File: src/rtl/rx_framer_pkg.sv
// rx_framer_pkg: shared definitions for the RX framer slice.
//   - slot tag values carried on the deserialiser tag bus
//   - framer FSM state encoding
//   - header word bit-field offsets
//   - CRC-16/CCITT constants and helpers that the CRC sub-module uses
//     to derive its XOR matrix at elaboration time
// Ports: none (package).
package rx_framer_pkg;

   localparam logic [3:0] TAG_HEADER  = 4'd2;
   localparam logic [3:0] TAG_TS_MSB  = 4'd4;
   localparam logic [3:0] TAG_TS_LSB  = 4'd6;
   localparam logic [3:0] TAG_FCS     = 4'd8;
   localparam logic [3:0] TAG_PAYLOAD = 4'd15;

   typedef enum logic [2:0] {
      ST_HEADER  = 3'd0,
      ST_TS_MSB  = 3'd1,
      ST_TS_LSB  = 3'd2,
      ST_PAYLOAD = 3'd3,
      ST_FCS     = 3'd4
   } state_t;

   // Header word: {sync[31:16], ovf[15], err[14], channel[13:12], seq[11:0]}
   localparam int HDR_SEQ_LSB  = 0;
   localparam int HDR_SEQ_W    = 12;
   localparam int HDR_CH_LSB   = 12;
   localparam int HDR_ERR_BIT  = 14;
   localparam int HDR_OVF_BIT  = 15;
   localparam int HDR_SYNC_LSB = 16;

   localparam logic [15:0] CRC_POLY = 16'h1021;
   localparam logic [15:0] CRC_INIT = 16'hFFFF;

   // Bit-serial CRC-16/CCITT over one 32-bit word, MSB first.
   function automatic logic [15:0] crc16_word(input logic [15:0] c_in, input logic [31:0] d);
      logic [15:0] c;
      logic        fb;
      c = c_in;
      for (int i = 31; i >= 0; i--) begin
         fb = c[15] ^ d[i];
         c  = {c[14:0], 1'b0} ^ (fb ? CRC_POLY : 16'h0000);
      end
      return c;
   endfunction

   // The word update is linear over GF(2), so each output bit is the parity
   // of a fixed subset of {crc_in, data}. Probe with unit vectors to find it.
   function automatic logic [47:0] crc16_bit_mask(input int bit_idx);
      logic [47:0] unit_vec;
      logic [47:0] mask;
      logic [15:0] r;
      mask = '0;
      for (int j = 0; j < 48; j++) begin
         unit_vec = 48'd1 << j;
         r        = crc16_word(unit_vec[47:32], unit_vec[31:0]);
         mask[j]  = r[bit_idx[3:0]];
      end
      return mask;
   endfunction

endpackage

File: src/rtl/crc16_d32.sv
// crc16_d32: combinational next-CRC for CRC-16/CCITT (poly 0x1021),
// one 32-bit word per step, MSB first. Only present in builds that define
// RX_FRAMER_CRC_EN; otherwise this file elaborates to nothing.
// Ports:
//   crc_in  [15:0] current CRC
//   data    [31:0] payload word
//   crc_out [15:0] CRC after absorbing data
`ifdef RX_FRAMER_CRC_EN
module crc16_d32
   import rx_framer_pkg::*;
(
   input  logic [15:0] crc_in,
   input  logic [31:0] data,
   output logic [15:0] crc_out
);

   logic [47:0] state_vec;

   assign state_vec = {crc_in, data};

   // One parity tree per output bit; masks are fixed at elaboration.
   for (genvar gi = 0; gi < 16; gi++) begin : g_out
      localparam logic [47:0] MASK = crc16_bit_mask(gi);
      assign crc_out[gi] = ^(state_vec & MASK);
   end

endmodule
`endif

File: src/rtl/rx_framer_pkt.sv
// rx_framer_pkt: packs the tag-sequenced RX sample stream into frames
// (header, 64-bit timestamp, NB_SAMPLES payload words, FCS) for the RX FIFO.
// Optional build macro: RX_FRAMER_CRC_EN -- when defined the FCS word carries
// a CRC-16/CCITT over the payload; otherwise it carries NB_SAMPLES.
// Ports:
//   i_clk, i_reset_n (async, active low)
//   i_enable       allows a new frame to start (running frames always finish)
//   i_data_tag/i_data  slot tag and sample from the deserialiser
//   i_fifo_full    RX FIFO back-pressure
//   o_fifo_push/o_fifo_data  one registered word per push, 1-cycle latency
//   o_led          toggles per completed frame
//   o_busy         high while a frame is in progress
//   o_drop_cnt     frames aborted by overflow (saturating)
//   o_err_cnt      frames aborted by sequence error (saturating)
module rx_framer_pkt
   import rx_framer_pkg::*;
#(
   parameter int          NB_SAMPLES         = 256,
   parameter int          TIMESTAMP_ACCURACY = 250,
   parameter int          CHANNEL_ID         = 0,
   parameter logic [15:0] SYNC_WORD          = 16'hCAFE,
   parameter logic [15:0] FCS_WORD           = 16'hC0DE
) (
   input  logic        i_clk,
   input  logic        i_reset_n,
   input  logic        i_enable,
   input  logic [3:0]  i_data_tag,
   input  logic [31:0] i_data,
   input  logic        i_fifo_full,
   output logic        o_fifo_push,
   output logic [31:0] o_fifo_data,
   output logic        o_led,
   output logic        o_busy,
   output logic [15:0] o_drop_cnt,
   output logic [15:0] o_err_cnt
);

   localparam logic [9:0]  CNT_LAST     = 10'(NB_SAMPLES - 1);
   localparam logic [9:0]  NB_LEN       = 10'(NB_SAMPLES);
   localparam logic [63:0] TS_STEP      = 64'(TIMESTAMP_ACCURACY);
   localparam logic [1:0]  CHANNEL_BITS = 2'(CHANNEL_ID);

   state_t      state_reg, state_next;
   logic [11:0] seq_reg, seq_next;
   logic [63:0] ts_reg, ts_next;
   logic [9:0]  count_reg, count_next;
   logic        ovf_reg, ovf_next;
   logic        err_reg, err_next;
   logic        push_reg, push_next;
   logic [31:0] data_reg, data_next;
   logic        led_reg, led_next;
   logic [15:0] drop_reg, drop_next;
   logic [15:0] errc_reg, errc_next;
   logic [15:0] fcs_low;
   logic [31:0] hdr_word;
   logic        hdr_slot;

`ifdef RX_FRAMER_CRC_EN
   logic [15:0] crc_reg, crc_next, crc_step;

   crc16_d32 u_crc (
      .crc_in  (crc_reg),
      .data    (i_data),
      .crc_out (crc_step)
   );

   assign fcs_low = crc_reg;
`else
   assign fcs_low = {6'd0, NB_LEN};
`endif

   always_comb begin
      state_next = state_reg;
      seq_next   = seq_reg;
      ts_next    = ts_reg;
      count_next = count_reg;
      ovf_next   = ovf_reg;
      err_next   = err_reg;
      push_next  = 1'b0;
      data_next  = data_reg;
      led_next   = led_reg;
      drop_next  = drop_reg;
      errc_next  = errc_reg;
      hdr_slot   = 1'b0;
      hdr_word   = '0;
`ifdef RX_FRAMER_CRC_EN
      crc_next   = crc_reg;
`endif

      // Payload tags advance the timestamp whatever the framer is doing,
      // so the timestamp tracks the sample clock even across aborts.
      if (i_data_tag == TAG_PAYLOAD) begin
         ts_next = ts_reg + TS_STEP;
      end

      case (state_reg)
         ST_HEADER: hdr_slot = 1'b1;
         ST_TS_MSB: begin
            if (i_data_tag == TAG_TS_MSB && !i_fifo_full) begin
               push_next  = 1'b1;
               data_next  = ts_reg[63:32];
               state_next = ST_TS_LSB;
            end
         end
         ST_TS_LSB: begin
            if (i_data_tag == TAG_TS_LSB && !i_fifo_full) begin
               push_next  = 1'b1;
               data_next  = ts_reg[31:0];
               count_next = CNT_LAST;
`ifdef RX_FRAMER_CRC_EN
               crc_next   = CRC_INIT;
`endif
               state_next = ST_PAYLOAD;
            end
         end
         ST_PAYLOAD: begin
            if (i_data_tag == TAG_PAYLOAD) begin
               if (i_fifo_full) begin
                  ovf_next   = 1'b1;
                  drop_next  = (drop_reg == 16'hFFFF) ? drop_reg : drop_reg + 16'd1;
                  state_next = ST_HEADER;
               end else begin
                  push_next = 1'b1;
                  data_next = i_data;
`ifdef RX_FRAMER_CRC_EN
                  crc_next  = crc_step;
`endif
                  if (count_reg == 10'd0) begin
                     state_next = ST_FCS;
                  end else begin
                     count_next = count_reg - 10'd1;
                  end
               end
            end else if (i_data_tag == TAG_HEADER) begin
               // Early header: abandon the frame and treat this slot as a header.
               err_next   = 1'b1;
               errc_next  = (errc_reg == 16'hFFFF) ? errc_reg : errc_reg + 16'd1;
               state_next = ST_HEADER;
               hdr_slot   = 1'b1;
            end
         end
         ST_FCS: begin
            if (i_data_tag == TAG_FCS && !i_fifo_full) begin
               push_next  = 1'b1;
               data_next  = {FCS_WORD, fcs_low};
               led_next   = ~led_reg;
               state_next = ST_HEADER;
            end
         end
         default: state_next = ST_HEADER;
      endcase

      // Header carries the flags as they stand after this slot's abort handling.
      hdr_word[HDR_SYNC_LSB +: 16]         = SYNC_WORD;
      hdr_word[HDR_OVF_BIT]                = ovf_next;
      hdr_word[HDR_ERR_BIT]                = err_next;
      hdr_word[HDR_CH_LSB +: 2]            = CHANNEL_BITS;
      hdr_word[HDR_SEQ_LSB +: HDR_SEQ_W]   = seq_reg;

      if (hdr_slot && i_data_tag == TAG_HEADER && i_enable && !i_fifo_full) begin
         push_next  = 1'b1;
         data_next  = hdr_word;
         seq_next   = seq_reg + 12'd1;
         ovf_next   = 1'b0;
         err_next   = 1'b0;
         state_next = ST_TS_MSB;
      end
   end

   always_ff @(posedge i_clk or negedge i_reset_n) begin
      if (!i_reset_n) begin
         state_reg <= ST_HEADER;
         seq_reg   <= '0;
         ts_reg    <= '0;
         count_reg <= CNT_LAST;
         ovf_reg   <= 1'b0;
         err_reg   <= 1'b0;
         push_reg  <= 1'b0;
         data_reg  <= '0;
         led_reg   <= 1'b0;
         drop_reg  <= '0;
         errc_reg  <= '0;
`ifdef RX_FRAMER_CRC_EN
         crc_reg   <= CRC_INIT;
`endif
      end else begin
         state_reg <= state_next;
         seq_reg   <= seq_next;
         ts_reg    <= ts_next;
         count_reg <= count_next;
         ovf_reg   <= ovf_next;
         err_reg   <= err_next;
         push_reg  <= push_next;
         data_reg  <= data_next;
         led_reg   <= led_next;
         drop_reg  <= drop_next;
         errc_reg  <= errc_next;
`ifdef RX_FRAMER_CRC_EN
         crc_reg   <= crc_next;
`endif
      end
   end

   assign o_fifo_push = push_reg;
   assign o_fifo_data = data_reg;
   assign o_led       = led_reg;
   assign o_busy      = (state_reg != ST_HEADER);
   assign o_drop_cnt  = drop_reg;
   assign o_err_cnt   = errc_reg;

endmodule
File: config.mk
export PLATFORM = sky130hd
export DESIGN_NAME = rx_framer_pkt
export DESIGN_NICKNAME = d
export VERILOG_FILES = /design/src/rtl/rx_framer_pkg.sv /design/src/rtl/crc16_d32.sv /design/src/rtl/rx_framer_pkt.sv
export SDC_FILE = /design/constraint.sdc
export NUM_CORES = 1
export LEC_CHECK = 0
export CAP_MARGIN = 30
export CORE_ASPECT_RATIO = 1.5
export CORE_MARGIN = 2
export CORE_UTILIZATION = 38
export DETAILED_ROUTE_END_ITERATION = 10
export PLACE_DENSITY_LB_ADDON = 0.05
export SLEW_MARGIN = 20
export SYNTH_ARGS = -nofsm -noshare
export SYNTH_HDL_FRONTEND = slang
export SYNTH_SLANG_ARGS = --single-unit
File: constraint.sdc
create_clock -name i_clk -period 2.3 [get_ports i_clk]
set_input_delay 0.46 -clock i_clk [delete_from_list [all_inputs] [get_ports i_clk]]
set_output_delay 0.46 -clock i_clk [all_outputs]
set_load 0.005 [all_outputs]
==> metrics.cfg <==
[clock_tree]
clock_insertion_delay_worst_skew_ns=0.43
cts.sink_count=156
clockRootBuffer=clkbuf_16
cts_max_level=4
worst_path_clk_slew_ns=0.06
post_cts.repair.setup_buffers=0
cts_tree=yes
cts-buffers-inserted=17
clk_path_buf_depth=2

[outcome]
status=completed

[layout]
number_of_inserted_filler_cells_in_the_final_layout=1932
most_common_cell_after_layout_fill_and_taps_aside=dfrtp_1
n_antenna_cell=0
final_net_count=1017
largest_register_ffs=63
final-instance-count-excl-fill=1249
areaGrowthSynthToFinish_pct=34.7
drive_gt1_frac=0.153
layout_common_cells=dfrtp_1, clkdlybuf4s50_1, nand2_1

[place]
inst_count_dp=1214
detailedPlacementHpwl_mm=16.7
place.port_buffers=106
gp_congestion=0.828

[synthesis]
ys_warn_count=0
synth_edf_count=0
yosys_register_bits=156
postSynth.asyncResetShare=1.00
yosysUniqueCellTypes=59
syn-instance-count=800
syn-cell-area_sq_um=7840
post_synthesis_area_per_instance_sq_um=9.80
yosys_most_used_dff=dfrtp_1
synth_nets=845
ys_seq_area_frac=0.499

[critical_path]
timing_worst_setup_path_type=input pin to flip-flop
critPathLaunch=i_data_tag[3]
setup.worst_path.start_class=input pin
crit_path_end_kind=flip-flop
worst-endpoint-arrival_ns=2.56
critical_path.reg2reg.startpoint=ts_reg[5]
crit_fanout=16
timing.critical_path.required_ns=2.60
reg2regPathDepth=7

[grt]
most_utilized_layer_in_the_global_route_result=met2
grtUsageMet2=0.379
grt_use_total=0.214
grt_max_degree=62
number_of_antenna_violations_at_the_first_check_in_global_routing=0
wire_length_of_the_first_global_routing_pass_mm=36.6
first_global_vias=6884
grt_remaining_overflow=0
grt_use_met1=0.262
grt_util_met3=0.0324

[drt]
firstDrtPassIters=5
ant_nets=0
avgViaCountPerCell=5.37
drc_errors=0
drt-initial-drc-count=535
wl_per_cell_um=18.4
drt-total-wl_mm=23.0
vias=6713

[worst_hold_path]
whs_path_depth=1
hold_start=ts_reg[63]
hold_path_class=flip-flop to flip-flop

[sta]
report.final.hold_viol_count=0
slew-limit-headroom=0.627
worst_hold_slack_ns=0.473
final.setup_skew_ns=0.00775
final_cycle_share=0.979
worst_slew_pin_slew_ns=0.555
final_max_slew_viol_count=0
finalSetupViolCount=0
post-route-min-period_ns=2.25
achievable-frequency_ghz=0.444

[run]
cap_viol_max_count=0

[pwr]
power_mw=8.12
irDropWorstVdd_uv=481
power_per_cell_area_nw_per_um2=769
cellLeakagePower_nw=4.62

[die]
placementRows=64
dieHeight_um=180
core_area_sq_um=20300
ioPinCount=107
die_x_um=121
die_area_sq_um=21800
initial_core_util=0.385

metal layers:
layer  wire length (um)  share of wire
met2              12100           0.53
met1               9470           0.41
met4                633          0.027
met3                825          0.036
met5                  0              0
critical path, stage by stage:
cell and delay (ns):
clkdlybuf4s50_1 0.45, buf_4 0.18, or3_1 0.40, a211o_1 0.31, o311a_1 0.17, buf_12 0.19, o41ai_1 0.38
what timing repair did:
item,in CTS,in global routing
hold buffers,1,0
hold endpoints to repair,29,0
endpoints found under the setup margin,3,21
pin swaps,0,2
gates resized for setup,3,19
gates cloned,0,2
power breakdown:
group	internal (mW)	switching, mW	leakage (nW)
Combinational	0.953	0.779	2.30
Clock	1.80	1.17	0.290
Sequential	3.11	0.316	2.03
Total	5.86	2.26	4.62
cells by family after synthesis:
| logic type | Yosys count | share of synthesized area |
|---|---|---|
| AOI/OAI and AO/OA | 141 | 0.124 |
| buffers and inverters | 56 | 0.0297 |
| xor gates and xnor gates | 109 | 0.122 |
| and+or+nand+nor | 330 | 0.213 |
| adders and majority gates | 5 | 0.00798 |
| muxes | 3 | 0.00431 |
| DFF | 156 | 0.499 |
metrics by stage:
stage	setup TNS, ns	worst slack [ns]	util	instance area (sq um)
2_1_floorplan	0	0.0369	-	7840
3_3_place_gp	-25.81	-0.455	0.481	9780
3_5_place_dp	-32.50	-0.483	0.481	9780
4_1_cts	0	0.0133	0.512	10400
5_1_grt	-0.0159	-0.0159	0.519	10600
6_report	0	0.0489	0.519	10600
final cells by class:
type | instances | area [sq um] | share of cell area
Clock inverter | 9 | 135 | 0.0128
Multi-Input combinational cell | 588 | 3790 | 0.360
Clock buffer | 23 | 478 | 0.0453
Tap cell | 264 | 330 | 0.0313
Timing Repair Buffer | 191 | 1830 | 0.174
Sequential cell | 156 | 3920 | 0.371
Inverter | 18 | 70.1 | 0.00664
cell usage after synthesis (7+ instances only):
cell type / n / share of area
dfrtp_1: 148 / 0.47
nand2_1: 87 / 0.042
nor2_1: 77 / 0.037
xor2_1: 55 / 0.061
xnor2_1: 54 / 0.060
nand3_1: 40 / 0.026
nand4_1: 31 / 0.025
a31oi_1: 25 / 0.020
nor3_1: 24 / 0.015
o21ai_0: 23 / 0.015
clkbuf_1: 22 / 0.011
o22ai_1: 19 / 0.015
inv_1: 18 / 0.0086
a21oi_1: 17 / 0.011
buf_2: 14 / 0.0089
nor4_1: 13 / 0.010
a211o_1: 11 / 0.012
and3_1: 9 / 0.0072
dfstp_2: 8 / 0.027
o21a_1: 8 / 0.0077
o41ai_1: 7 / 0.0078
or3_1: 7 / 0.0056
path summary, 6_finish.rpt:
check                                  end  slack, ns
min reg2reg                     ts_reg[63]       0.47
max reg2reg                     ts_reg[18]       0.14
min                             ts_reg[63]       0.47
min in group asynchronous     o_err_cnt[4]       0.51
max                        o_fifo_data[12]       0.05
max in group asynchronous       ts_reg[45]       1.11
Power figures use the tool's default switching activity.
